[src/rtl/csr_access_unit_pkg.sv]
// Shared CSR definitions: address map, instruction op encoding and access-unit states.
// Imported by the access unit, the CSR file and decode.
package csr_access_unit_pkg;

  localparam logic [11:0] CSR_STATUS   = 12'h000;
  localparam logic [11:0] CSR_FSTATUS  = 12'h001;
  localparam logic [11:0] CSR_VSTATUS  = 12'h002;
  localparam logic [11:0] CSR_CONFIG   = 12'h003;
  localparam logic [11:0] CSR_CORE_ID  = 12'hC00;
  localparam logic [11:0] CSR_TILE_OFF = 12'hC01;

  typedef enum logic [1:0] {
    CSR_OP_RW  = 2'd0,
    CSR_OP_RS  = 2'd1,
    CSR_OP_RC  = 2'd2,
    CSR_OP_RSV = 2'd3
  } csr_op_e;

  typedef enum logic [2:0] {
    ST_IDLE,
    ST_DRAIN,
    ST_ACCESS,
    ST_RC_WR,
    ST_RESP
  } csr_state_e;

  // The top two address bits mark the read-only CSR window.
  function automatic logic is_read_only(input logic [11:0] addr);
    return addr[11:10] == 2'b11;
  endfunction

  function automatic logic has_write_intent(input csr_op_e op, input logic src_zero);
    return (op == CSR_OP_RW) || !src_zero;
  endfunction

endpackage

[src/rtl/csr_access_unit.sv]
// Initiator side of the CSR port: drains in-flight FP/vector work, performs the access
// (emulating CSRRC as read + masked write) and returns the old value via writeback.
module csr_access_unit
  import csr_access_unit_pkg::*;
(
  input  logic        clk,
  input  logic        rst_n,
  input  logic        req_valid,
  output logic        req_ready,
  input  logic [1:0]  req_op,
  input  logic        req_imm,
  input  logic [11:0] req_addr,
  input  logic [31:0] req_rs1_data,
  input  logic [4:0]  req_uimm,
  input  logic        req_src_zero,
  input  logic [4:0]  req_rd,
  input  logic        pipe_busy,
  output logic        csr_busy,
  output logic        csr_en,
  output logic        csr_csrrs,
  output logic [11:0] csr_addr,
  output logic [31:0] csr_wdata,
  input  logic [31:0] csr_rdata,
  output logic        wb_valid,
  input  logic        wb_ready,
  output logic [4:0]  wb_rd,
  output logic [31:0] wb_data,
  output logic        err_illegal
);

  csr_state_e  state_reg;
  csr_op_e     op_reg;
  logic [11:0] addr_reg;
  logic [4:0]  rd_reg;
  logic        src_zero_reg;
  logic [31:0] mask_reg;
  logic [31:0] old_reg;

  logic intent;
  logic read_only;
  logic write_ok;
  logic in_access;
  logic in_rc_wr;

  assign intent    = has_write_intent(op_reg, src_zero_reg);
  assign read_only = is_read_only(addr_reg);
  assign write_ok  = intent && !read_only;
  assign in_access = (state_reg == ST_ACCESS);
  assign in_rc_wr  = (state_reg == ST_RC_WR);

  always_ff @(posedge clk or negedge rst_n) begin
    if (!rst_n) begin
      state_reg    <= ST_IDLE;
      op_reg       <= CSR_OP_RW;
      addr_reg     <= '0;
      rd_reg       <= '0;
      src_zero_reg <= 1'b0;
      mask_reg     <= '0;
      old_reg      <= '0;
    end else begin
      case (state_reg)
        ST_IDLE: begin
          if (req_valid) begin
            // The reserved encoding behaves as set-bits so only RW/RS/RC are ever stored.
            op_reg       <= (req_op == CSR_OP_RSV) ? CSR_OP_RS : csr_op_e'(req_op);
            addr_reg     <= req_addr;
            rd_reg       <= req_rd;
            src_zero_reg <= req_src_zero;
            mask_reg     <= req_imm ? {27'b0, req_uimm} : req_rs1_data;
            state_reg    <= ST_DRAIN;
          end
        end
        ST_DRAIN: begin
          if (!pipe_busy) state_reg <= ST_ACCESS;
        end
        ST_ACCESS: begin
          old_reg <= csr_rdata;
          if (op_reg == CSR_OP_RC && write_ok) state_reg <= ST_RC_WR;
          else if (rd_reg == 5'd0)             state_reg <= ST_IDLE;
          else                                 state_reg <= ST_RESP;
        end
        ST_RC_WR: begin
          state_reg <= (rd_reg == 5'd0) ? ST_IDLE : ST_RESP;
        end
        ST_RESP: begin
          if (wb_ready) state_reg <= ST_IDLE;
        end
        default: state_reg <= ST_IDLE;
      endcase
    end
  end

  // Port strobes decode only from registered state so nothing glitches off req_* inputs.
  always_comb begin
    csr_en    = 1'b0;
    csr_csrrs = 1'b0;
    csr_addr  = '0;
    csr_wdata = '0;
    if (in_access) begin
      csr_addr = addr_reg;
      if (write_ok && op_reg != CSR_OP_RC) begin
        csr_en    = 1'b1;
        csr_csrrs = (op_reg == CSR_OP_RS);
        csr_wdata = mask_reg;
      end
    end else if (in_rc_wr) begin
      csr_addr  = addr_reg;
      csr_en    = 1'b1;
      csr_wdata = old_reg & ~mask_reg;
    end
  end

  assign req_ready   = (state_reg == ST_IDLE);
  assign csr_busy    = (state_reg != ST_IDLE);
  assign err_illegal = in_access && intent && read_only;
  assign wb_valid    = (state_reg == ST_RESP);
  assign wb_rd       = wb_valid ? rd_reg : 5'd0;
  assign wb_data     = wb_valid ? old_reg : 32'd0;

endmodule

[config.mk]
export PLATFORM = sky130hd
export DESIGN_NAME = csr_access_unit
export DESIGN_NICKNAME = d
export VERILOG_FILES = /design/src/rtl/csr_access_unit_pkg.sv /design/src/rtl/csr_access_unit.sv
export SDC_FILE = /design/constraint.sdc
export NUM_CORES = 1
export LEC_CHECK = 0
export ABC_CLOCK_PERIOD_IN_PS = 2300
export CAP_MARGIN = 10
export CORE_AREA = 3 3 95 97
export CTS_CLUSTER_SIZE = 25
export DETAILED_ROUTE_END_ITERATION = 8
export DIE_AREA = 0 0 98 100
export DONT_BUFFER_PORTS = 1
export GPL_ROUTABILITY_DRIVEN = 1
export GPL_TIMING_DRIVEN = 0
export PLACE_DENSITY = 0.7
export SETUP_SLACK_MARGIN = 0.15
export SLEW_MARGIN = 25
export SYNTH_ARGS = -nofsm -noshare
export SYNTH_HDL_FRONTEND = slang
export SYNTH_SLANG_ARGS = --single-unit
[constraint.sdc]
create_clock -name clk -period 2.3 [get_ports clk]
set_input_delay 0.23 -clock clk [delete_from_list [all_inputs] [get_ports clk]]
set_output_delay 0.23 -clock clk [all_outputs]
set_load 0.005 [all_outputs]
Word level (Yosys, flattened, before mapping) --
Cells that the tools add are included.
Storage, ports and cells: output and inout bits 87, flip-flop bits (word level) 87, input bits 95, word-level logic and storage cells 55
Cells by class: reductions and logical operators 14, equal/unequal tests 12, bitwise operators 2, multiplexer cells 20
Operators by type and width (number):
- 2-to-1 mux 32 bit | 5
- bitwise AND 32 bit | 1
- inverter 32 bit | 1
- 2-to-1 mux 12 bit | 2
- 2-to-1 mux 3 bit | 5
- one-hot mux 3 bit (5 select lines) | 1
- == test 2 bit, second input constant | 3
- == test 3 x 2 -> 1 bit, second input constant | 2
- != test 2 bit, second input constant | 3
- logical AND 1 bit | 5
- logical NOT 5 bit | 1
- 2-to-1 mux 1 bit | 5
- 2-to-1 mux 5 bit | 1
- == test 3 x 1 -> 1 bit, second input constant | 1
- == test 3 bit, second input constant | 1
- logical NOT 3 bit | 1
- AND reduction 3 bit | 1
- nonzero test 3 bit | 1
- == test 2 x 1 -> 1 bit, second input constant | 1
- logical NOT 1 bit | 2
- logical NOT 2 bit | 1
- 2-to-1 mux 2 bit | 1
- != test 2 x 1 -> 1 bit, second input constant | 1
- AND reduction 2 bit | 1
- logical OR 1 bit | 1

Logic depth before layout (Yosys ltp) --
Gate-level depths: netlist of run 1.
depth in word-level cells 6, gate-level depth with buffers 6

Least setup slack after synthesis of run 1 --
OpenSTA, ideal clock, no wires.
kind reg2out, from register state_reg[0], to output csr_wdata[22], buffers on the path 3, setup slack 0.631 ns, cell stages (with the launch flop) 7, arrival time 1.439 ns, path through dfrtp_1 clkbuf_1 nor3b_1 buf_2 nand4_1 buf_2 mux2i_1
On the way: longest elaborated chain between the ends 3, elaborated cells between the ends (all ways) 4
Ends and longest elaborated chain:
- start, declared | RTL line csr_access_unit.sv:31 | csr_state_e state_reg;
- start signal, assigned | RTL line csr_access_unit.sv:83 | state_reg <= (rd_reg == 5'd0) ? ST_IDLE : ST_RESP;
- == test 3 x 2 -> 1 bit | RTL line csr_access_unit.sv:49 | assign in_rc_wr = (state_reg == ST_RC_WR);
- 2-to-1 mux 32 bit | RTL line csr_access_unit.sv:106 | end else if (in_rc_wr) begin
- 2-to-1 mux 32 bit (*) | RTL line csr_access_unit.sv:99 | if (in_access) begin
- end, declared | RTL line csr_access_unit.sv:22 | output logic [31:0] csr_wdata,
Every way passes the cells marked *; elsewhere a longest branch is shown, timed or not.

Final worst setup path of run 1 --
from register state_reg[0], to output csr_wdata[2]
The elaborated chain is that of the path after synthesis.

==> results of run 1 <==
==> layer usage <==
layer	GRT usage [%]	vias up	part of all wire (%)
li1	-	1396	-
met1	27.63	1453	42
met2	35.24	113	50
met3	6.185	11	6.5
met4	6.070	0	1.4
met5	0	-	0
==> power by group <==
part / switching (uW) / leakage, uW / internal (uW) / total [uW]
logic: 1150 / 0.000916 / 1300 / 2440
clock network: 515 / 0.000113 / 716 / 1230
registers: 601 / 0.00107 / 2320 / 2920
total: 2260 / 0.00210 / 4330 / 6590
==> cell type report <==
class	count	share of cell area, %
Multi-Input combinational cell	292	44.58
Inverter	2	0.1505
Clock buffer	11	2.633
Clock inverter	4	1.906
Sequential cell	87	43.66
Tap cell	105	2.633
Buffer	29	3.561
Timing Repair Buffer	5	0.8776
==> cells in the final DEF, fill, tap and decap left out <==
| master | count |
|---|---|
| a21oi_1 | 1 |
| a41oi_1 | 1 |
| and2_1 | 49 |
| and3b_1 | 1 |
| buf_2 | 5 |
| buf_4 | 5 |
| buf_6 | 6 |
| bufinv_16 | 3 |
| clkbuf_1 | 13 |
| clkbuf_2 | 2 |
| clkbuf_4 | 4 |
| clkbuf_8 | 9 |
| clkinv_2 | 1 |
| dfrtp_1 | 86 |
| dfrtp_2 | 1 |
| dlygate4sd3_1 | 1 |
| inv_1 | 2 |
| mux2_2 | 47 |
| mux2_4 | 4 |
| mux2i_1 | 9 |
| mux2i_2 | 20 |
| mux2i_4 | 8 |
| nand2_1 | 69 |
| nand2b_1 | 29 |
| nand3_1 | 1 |
| nand4_1 | 1 |
| nor2_1 | 1 |
| nor2b_1 | 5 |
| nor3_1 | 2 |
| nor3b_2 | 3 |
| nor4b_1 | 1 |
| o21ai_0 | 34 |
| o21ai_1 | 1 |
| o22ai_1 | 1 |
| o32ai_1 | 1 |
| or3_1 | 1 |
| or4_1 | 1 |
| or4b_4 | 1 |
==> through the flow <==
stage | setup WS, ns | util (%)
after floorplan | 0.6308 | -
after global placement | 0.1529 | 54.59
after detailed placement | 0.1536 | 54.59
after CTS | 0.1566 | 58.66
after global routing | 0.1396 | 60.73
final | 0.2474 | 60.73
==> how the worst max path moves through the flow <==
stage	end	depth (start not counted)	from
2_1_floorplan	csr_wdata[22]	6	state_reg[0]
3_3_place_gp	csr_wdata[30]	6	state_reg[0]
3_5_place_dp	csr_wdata[29]	6	state_reg[0]
4_1_cts	csr_wdata[25]	7	state_reg[0]
5_1_grt	csr_wdata[2]	7	state_reg[0]
6_report	csr_wdata[2]	7	state_reg[0]
==> timing repair <==
item,in CTS,in global routing
gates resized for setup,22,46
endpoints found under the hold margin,88,87
pin swaps,1,0
gates cloned,0,0
setup buffers,4,0
setup endpoints to repair,67,53
==> worst register-to-register path, cell delays in order (launching register included) <==
cell and delay (ns):
dfrtp_1 0.47, or4b_4 0.60, buf_6 0.18, clkbuf_1 0.27, nand2_1 0.14, o21ai_0 0.09
==> kinds of logic after synthesis <==
kind of cell,share of synthesized area (%)
buffers and inverters,3.276
DFF,50.00
muxes,22.04
and+or+nand+nor,20.00
AOI/OAI and AO/OA,4.684
==> flow_metrics.env, run 1 <==
export IMPL_status="finished, violations left"
export IMPL_violations="hold timing"
export IMPL_grtUsageTotal_pct=21.36
export IMPL_first_pass_iters=4
export IMPL_dp_cells=515
export IMPL_cts_path_max_buffers=2
export IMPL_synthToLayoutAreaGrowth_pct=14.60
export IMPL_antenna_cells=0
export IMPL_crit_fanout=10
export IMPL_rsz0062_at_grt="false"
export IMPL_die_width_microns=98
export IMPL_synth_top_area_cell="dfrtp_1"
export IMPL_p_leak_uw=0.002099
export IMPL_finalWirelength_microns=10450
export IMPL_cts_buffers=9
export IMPL_critPathKind="flop to output port"
export IMPL_syn_nets=505
export IMPL_dpl_instance_area_sq_um=4486
export IMPL_r2r_cells=5
export IMPL_grt_pass1_vias=3105
export IMPL_fmaxAchievable_ghz=0.4872
export IMPL_synth_area_sq_um=4354
export IMPL_coreArea_sq_um=8217
export IMPL_holdBufCountCts=1
export IMPL_ys_top_cells_by_area="dfrtp_1, mux2_2, mux2i_1"
export IMPL_layout_nets=521
export IMPL_cp_required_ns=2.07
export IMPL_n_fill_cell=698
export IMPL_wire_per_inst_microns=19.53
export IMPL_pwr_density_cell_nw_per_um2=1321
export IMPL_layout_min_cycle_time_ns=2.053
export IMPL_dieArea_sq_um=9800
export IMPL_drive_gt1_share_pct=27.67
export IMPL_reg2reg_to="mask_reg[4]"
export IMPL_final_setup_tns_ns=0
export IMPL_reg2reg_slack_ns=0.43
export IMPL_cp_start_kind="flop"
export IMPL_synth_edff_count=0
export IMPL_avgSynthCellArea_sq_um=10.62
export IMPL_ys_async_sr_fraction_pct=100.0
export IMPL_hold_slack_ns=-0.4258
export IMPL_maxSlewHeadroom_pct=57.53
export IMPL_crit_family="buffers and inverters"
export IMPL_cts_tree="yes"
export IMPL_viasPerCell=5.557
export IMPL_grt_pass1_wl_microns=16470
export IMPL_drc=0
export IMPL_path_buf_inv=4
export IMPL_setup_viol=0
export IMPL_clockRootBuffer="clkbuf_8"
export IMPL_ys_ff_latch=87
export IMPL_cts_max_level=3
export IMPL_fin_skew_ns=0.006498
export IMPL_r2r_start="state_reg[2]"
export IMPL_finalHoldViolations=87
export IMPL_synthesis_instances=410
export IMPL_synth_seq_area_share_pct=50.00
export IMPL_grt_overflow_total=0
export IMPL_hpwl_microns=7561
export IMPL_clk_pin_slew_ns=0.09
export IMPL_synth_cell_types=27
export IMPL_fin_area_sq_um=4990
export IMPL_worst_skew_pair_late_latency_ns=0.33
export IMPL_dominantRegCellSynth="dfrtp_1"
export IMPL_critical_path_max_stage_delay_ns=0.38
export IMPL_yosysMostFrequentCell="dfrtp_1"
export IMPL_slew_viol_final=0
export IMPL_endpoint_kind="output port"
export IMPL_arrival_ns=1.82
export IMPL_ys_warn_count=0
export IMPL_final_cells=535
export IMPL_seq_area_sq_um=2178
export IMPL_drtIter0Drc=86
export IMPL_cts_sinks=87
export IMPL_multi_input_area_sq_um=2225
export IMPL_p_total_uw=6593
export IMPL_globalplace_congestion=0.8108
export IMPL_antenna_found_initial=0
export IMPL_max_cap_violations=0
export IMPL_crit_slowest_cell="dfrtp_1"
export IMPL_io_pins=182
export IMPL_ant_nets=0
export IMPL_placementRows=33
export IMPL_worst_pin_slew_ns=0.6371
export IMPL_vias=2973
export IMPL_start_util_pct=52.99
export IMPL_hold_class="primary input to async pin"
export IMPL_fp_dieH_microns=100
export IMPL_ir_drop_v=0.0006470
export IMPL_port_buffers=0
export IMPL_grt_max_degree=88
export IMPL_synth_top_cells_by_count="dfrtp_1, nand2_1, and2_1"
export IMPL_yosys_area_top_type_share_pct=50.00
export IMPL_worstPathCellList="buf_4 > nor3b_2 > buf_4 > nand4_1 > buf_6 > buf_6 > mux2i_2"
export IMPL_layout_worst_path_cycle_share_pct=89.24
(Power assumes the default switching activity.)
==> inputs of run 2 (changes only) <==
--- a/config.mk
+++ b/config.mk
@@ -7,10 +7,10 @@
 export LEC_CHECK = 0
 export ABC_CLOCK_PERIOD_IN_PS = 2300
 export CAP_MARGIN = 10
-export CORE_AREA = 3 3 95 97
+export CORE_AREA = 3 3 133 71
 export CTS_CLUSTER_SIZE = 25
 export DETAILED_ROUTE_END_ITERATION = 8
-export DIE_AREA = 0 0 98 100
+export DIE_AREA = 0 0 136 74
 export DONT_BUFFER_PORTS = 1
 export GPL_ROUTABILITY_DRIVEN = 1
 export GPL_TIMING_DRIVEN = 0
==> run 2 against run 1 <==
  * The flow still finishes with violations (hold timing)
  * Highest routed layer unchanged
  * Flip-flop and latch count unchanged
  * Total power increased by 11%
  * Final area up 6.4%
  * Clock power up 35%
  * Via count rose by 2.4%
  * Maximum frequency grew 0.24%
  * Critical path type unchanged
==> flow_metrics.env, run 2 (synthesis gave the netlist of run 1 again) <==
export IMPL_arrival_ns=1.82
export IMPL_critPathKind="flop to output port"
export IMPL_io_pins=182
export IMPL_ir_drop_v=0.0006256
export IMPL_max_cap_violations=0
export IMPL_rsz0062_at_grt="true"
export IMPL_cts_sinks=87
export IMPL_hold_slack_ns=-0.4027
export IMPL_endpoint_kind="output port"
export IMPL_reg2reg_to="mask_reg[1]"
export IMPL_placementRows=24
export IMPL_clk_pin_slew_ns=0.06
export IMPL_layout_nets=524
export IMPL_cts_path_max_buffers=2
export IMPL_status="finished, violations left"
export IMPL_reg2reg_slack_ns=0.39
export IMPL_globalplace_congestion=0.7369
export IMPL_r2r_start="state_reg[0]"
export IMPL_finalHoldViolations=87
export IMPL_viasPerCell=5.526
export IMPL_port_buffers=0
export IMPL_holdBufCountCts=1
export IMPL_vias=3045
export IMPL_p_leak_uw=0.002192
export IMPL_r2r_cells=6
export IMPL_setup_viol=0
export IMPL_start_util_pct=51.42
export IMPL_ant_nets=0
export IMPL_pwr_density_cell_nw_per_um2=1382
export IMPL_maxSlewHeadroom_pct=56.17
export IMPL_layout_worst_path_cycle_share_pct=89.03
export IMPL_final_cells=551
export IMPL_clockRootBuffer="clkbuf_16"
export IMPL_fin_skew_ns=0.004509
export IMPL_cts_max_level=3
export IMPL_worst_pin_slew_ns=0.6575
export IMPL_crit_slowest_cell="dfrtp_1"
export IMPL_cts_buffers=9
export IMPL_drive_gt1_share_pct=29.26
export IMPL_cp_start_kind="flop"
export IMPL_drtIter0Drc=94
export IMPL_hold_class="primary input to async pin"
export IMPL_worstPathCellList="buf_6 > nor3b_2 > buf_4 > nand4_1 > buf_6 > buf_12 > mux2i_2"
export IMPL_dieArea_sq_um=10060
export IMPL_antenna_cells=0
export IMPL_cpMostUsedCell="buf_6"
export IMPL_crit_fanout=10
export IMPL_grt_pass1_wl_microns=16670
export IMPL_wire_per_inst_microns=20.22
export IMPL_layout_min_cycle_time_ns=2.048
export IMPL_dp_cells=527
export IMPL_slew_viol_final=0
export IMPL_critical_path_max_stage_delay_ns=0.39
export IMPL_die_width_microns=136
export IMPL_layout_common_cells="dfrtp_1, nand2_1, and2_1, mux2_2, o21ai_0"
export IMPL_grt_pass1_vias=3100
export IMPL_violations="hold timing"
export IMPL_first_pass_iters=4
export IMPL_grtUsageTotal_pct=21.88
export IMPL_layout_commonest_cell="dfrtp_1"
export IMPL_antenna_found_initial=0
export IMPL_fmaxAchievable_ghz=0.4884
export IMPL_worst_skew_pair_late_latency_ns=0.33
export IMPL_synthToLayoutAreaGrowth_pct=21.90
export IMPL_fp_dieH_microns=74
export IMPL_grt_overflow_total=0
export IMPL_coreArea_sq_um=8468
export IMPL_drc=0
export IMPL_grt_max_degree=88
export IMPL_cts_tree="yes"
export IMPL_cp_required_ns=2.07
export IMPL_finalWirelength_microns=11140
export IMPL_hpwl_microns=8087
[run 2: cell count changes in the layout (fill, tap and decap cells not counted), sizes merged]
cell,change
clkinv,+1
clkbuf,-1
buf,+3
clkinvlp,+1
[run 2: area by class of cell]
cell class	count	area (sq um)
tap	117	146.4
timing repair buffer	8	66.31
fill	695	3161
inverter	2	7.507
multi-input combinational	292	2352
buffer	29	209.0
clock inverter	6	107.6
sequential	87	2180
clock buffer	10	239.0
[run 2: where the power goes]
group          internal [uW]  switching, uW  total [uW]  leakage [uW]
Clock                   1090            573        1660      0.000168
Combinational           1420           1240        2670      0.000956
Sequential              2320            686        3010       0.00107
Total                   4830           2500        7340       0.00219
[run 2: layer usage]
layer	GRT usage, %	vias up	wire length, microns
met5	0	-	0
met4	4.804	0	46
met3	8.514	4	1001
met2	34.30	130	5154
met1	29.40	1500	4936
li1	-	1411	-
[run 2: timing repair]
action	CTS	global route
pin swaps	1	0
resized for setup	31	58
hold endpoints to repair	88	87
setup buffers	5	2
endpoints found under the setup margin	72	52
[run 2: worst max-delay path by stage]
stage                             from  slack [ns]  depth (start not counted)            end
after floorplan           state_reg[0]        0.63                          6  csr_wdata[22]
after global placement    state_reg[0]        0.03                          6  csr_wdata[16]
after detailed placement  state_reg[0]       -0.02                          6   csr_wdata[8]
after CTS                    op_reg[1]        0.16                          5  csr_wdata[16]
after global routing      state_reg[0]        0.13                          7   csr_wdata[5]
final                     state_reg[0]        0.25                          7   csr_wdata[5]
[run 2: critical path, delay by kind of cell, from the launching register on]
kind	cells	cell delay, ns
muxes	1	0.19
and+or+nand+nor	2	0.26
buffers and inverters	4	0.64
DFF	1	0.39
[run 2: through the flow]
step / cell area (sq um) / setup slack, ns / total power, uW / TNS, ns / util [%]
3_3_place_gp: 4501 / 0.03482 / 5024 / 0 / 53.15
2_1_floorplan: 4354 / 0.6308 / 4535 / 0 / -
5_1_grt: 5308 / 0.1299 / 7804 / 0 / 62.68
4_1_cts: 4999 / 0.1551 / 7029 / 0 / 59.03
6_report: 5308 / 0.2523 / 7336 / 0 / 62.68
3_5_place_dp: 4501 / -0.01554 / 5166 / -0.03862 / 53.15
==> inputs of run 3 (changes only) <==
--- a/config.mk
+++ b/config.mk
@@ -5,7 +5,7 @@
 export SDC_FILE = /design/constraint.sdc
 export NUM_CORES = 1
 export LEC_CHECK = 0
-export ABC_CLOCK_PERIOD_IN_PS = 2300
+export ABC_CLOCK_PERIOD_IN_PS = 1950
 export CAP_MARGIN = 10
 export CORE_AREA = 3 3 133 71
 export CTS_CLUSTER_SIZE = 25
==> constraint.sdc (replaced) <==
create_clock -name clk -period 1.95 [get_ports clk]
set_input_delay 0.195 -clock clk [delete_from_list [all_inputs] [get_ports clk]]
set_output_delay 0.195 -clock clk [all_outputs]
set_load 0.005 [all_outputs]
==> run 3 against run 2 <==
  * The run ends with hold timing, setup timing left
  * Setup slack lost 0.32 ns
  * Core utilization grew 7.2 points
  * Count of clock-buffer cells in the layout is the same
  * Register-to-register slack lost 0.26 ns
  * Sequential share of layout area shrank 4.2 points
  * First-iteration DRC count grew 21%
  * Total power grew 30%
  * Sequential power grew 20%
  * Final area grew 11%
  * Critical path depth is the same
  * Critical path type unchanged
  * Highest routed layer unchanged
==> flow_metrics.env, run 3 (synthesis gave the netlist of run 1 again) <==
export IMPL_cts_tree="yes"
export IMPL_crit_fanout=10
export IMPL_drtIter0Drc=114
export IMPL_synthToLayoutAreaGrowth_pct=35.80
export IMPL_seq_area_sq_um=2180
export IMPL_coreArea_sq_um=8468
export IMPL_ir_drop_v=0.0007681
export IMPL_grt_pass1_wl_microns=17280
export IMPL_port_buffers=0
export IMPL_slew_viol_final=0
export IMPL_ant_nets=0
export IMPL_hold_class="primary input to async pin"
export IMPL_layout_common_cells="dfrtp_1, nand2_1, mux2_2, and2_1, o21ai_0"
export IMPL_n_fill_cell=617
export IMPL_grt_max_degree=88
export IMPL_dieArea_sq_um=10060
export IMPL_reg2reg_to="rd_reg[4]"
export IMPL_p_leak_uw=0.002463
export IMPL_start_util_pct=51.42
export IMPL_cp_required_ns=1.75
export IMPL_io_pins=182
export IMPL_final_cells=582
export IMPL_finalWirelength_microns=11910
export IMPL_status="finished, violations left"
export IMPL_setup_viol=32
export IMPL_endpoint_kind="output port"
export IMPL_placementRows=24
export IMPL_hold_slack_ns=-0.4409
export IMPL_wire_per_inst_microns=20.46
export IMPL_grtUsageTotal_pct=22.77
export IMPL_cts_max_level=3
export IMPL_pwr_density_cell_nw_per_um2=1610
export IMPL_cts_sinks=87
export IMPL_layout_commonest_cell="dfrtp_1"
export IMPL_p_comb_share_pct=41.4
export IMPL_maxSlewHeadroom_pct=56.79
export IMPL_power_share_clock_pct=20.7
export IMPL_reg2reg_slack_ns=0.13
export IMPL_fp_dieH_microns=74
export IMPL_globalplace_congestion=0.7369
export IMPL_grt_pass1_vias=3199
export IMPL_grt_overflow_total=0
export IMPL_finalHoldViolations=87
export IMPL_swShare_pct=33.85
export IMPL_cts_buffers=9
export IMPL_viasPerCell=5.500
export IMPL_worst_skew_pair_late_latency_ns=0.33
export IMPL_dp_cells=527
export IMPL_arrival_ns=1.83
export IMPL_multi_input_area_sq_um=2495
export IMPL_worst_pin_slew_ns=0.6481
export IMPL_drc=0
export IMPL_switchingPower_uw=3222
export IMPL_vias=3201
export IMPL_fmaxAchievable_ghz=0.4946
export IMPL_clk_pin_slew_ns=0.06
export IMPL_antenna_found_initial=0
export IMPL_cts_path_max_buffers=2
export IMPL_cp_start_kind="flop"
export IMPL_intPower_uw=6297
export IMPL_max_cap_violations=0
export IMPL_clockRootBuffer="clkbuf_16"
export IMPL_fin_skew_ns=0.005504
export IMPL_violations="hold timing, setup timing"
export IMPL_hpwl_microns=8087
export IMPL_layout_min_cycle_time_ns=2.022
export IMPL_die_width_microns=136
export IMPL_rsz0062_at_grt="true"
export IMPL_fin_ws_ns=-0.07191
export IMPL_drive_gt1_share_pct=36.77
export IMPL_first_pass_iters=4
export IMPL_r2r_cells=5
export IMPL_place_ws_ns=-0.3305
export IMPL_antenna_cells=0
export IMPL_critPathKind="flop to output port"
export IMPL_layout_worst_path_cycle_share_pct=103.7
export IMPL_r2r_start="state_reg[0]"
export IMPL_layout_nets=555
export IMPL_share_seq_of_total_power_pct=37.9
run 3: cell types whose count changed in the layout (fill, tap and decap cells not counted), sizes merged:
cell / change
clkbuf: -4
buf: +16
dlygate4sd3: +19
run 3: timing repair:
| item | CTS | global route |
|---|---|---|
| buffers inserted | 12 | 4 |
| endpoints found under the setup margin | 146 | 131 |
| pin swaps | 3 | 6 |
| cloned | 0 | 3 |
| endpoints found under the hold margin | 96 | 98 |
| hold buffers | 9 | 11 |
| resized for setup | 117 | 65 |
run 3: layer usage:
metal	share of wire [%]	routed length, microns	GRT usage (%)	up-vias
met2	47	5607	36.27	135
met5	0	0	0	-
met3	9.0	1073	8.311	8
li1	-	-	-	1479
met4	0.69	82	5.140	0
met1	43	5141	30.48	1579
run 3: per-stage QoR:
stage               TNS [ns]  total power (uW)  hold slack, ns  cell area (sq um)  util [%]
floorplan                  0              5349         -0.1006               4354         -
global placement      -9.470              5925        -0.09892               4501     53.15
detailed placement    -11.64              6093        -0.09919               4501     53.15
CTS                  -0.3313              8981         -0.4581               5535     65.37
global route          -4.509             10070         -0.4652               5913     69.83
finish                -1.458              9519         -0.4409               5913     69.83
run 3: final cells by class:
type,instances,area share [%]
plain buffers,29,5.713
clock buffers,10,4.041
clock inverters,6,1.820
inverters,2,0.1270
multi-input cells,292,42.19
flip-flops and latches,87,36.86
well taps,117,2.476
repair buffers,39,6.771
run 3: worst max path at each step:
stage | from | slack (ns) | cells past startpoint | end
finish | state_reg[0] | -0.07 | 7 | csr_wdata[3]
floorplan | state_reg[2] | 0.29 | 4 | addr_reg[10]
global placement | state_reg[0] | -0.28 | 6 | csr_wdata[16]
detailed placement | state_reg[0] | -0.33 | 6 | csr_wdata[8]
global route | state_reg[0] | -0.18 | 7 | csr_wdata[3]
CTS | state_reg[0] | -0.03 | 7 | csr_wdata[15]
run 3: power by group through the flow:
stage	combinational [uW]	sequential [uW]	clock, uW
finish	3940	3610	1970
global route	4240	3750	2090
CTS	3420	3560	2000
detailed placement	2670	3420	0
global placement	2570	3360	0
floorplan	2130	3220	0
run 3: critical path, stage by stage, from the launching register on:
cell	delay, ns
dfrtp_1	0.40
clkbuf_8	0.16
nor3b_2	0.14
buf_4	0.14
nand4_1	0.13
buf_6	0.19
buf_12	0.16
mux2i_2	0.18
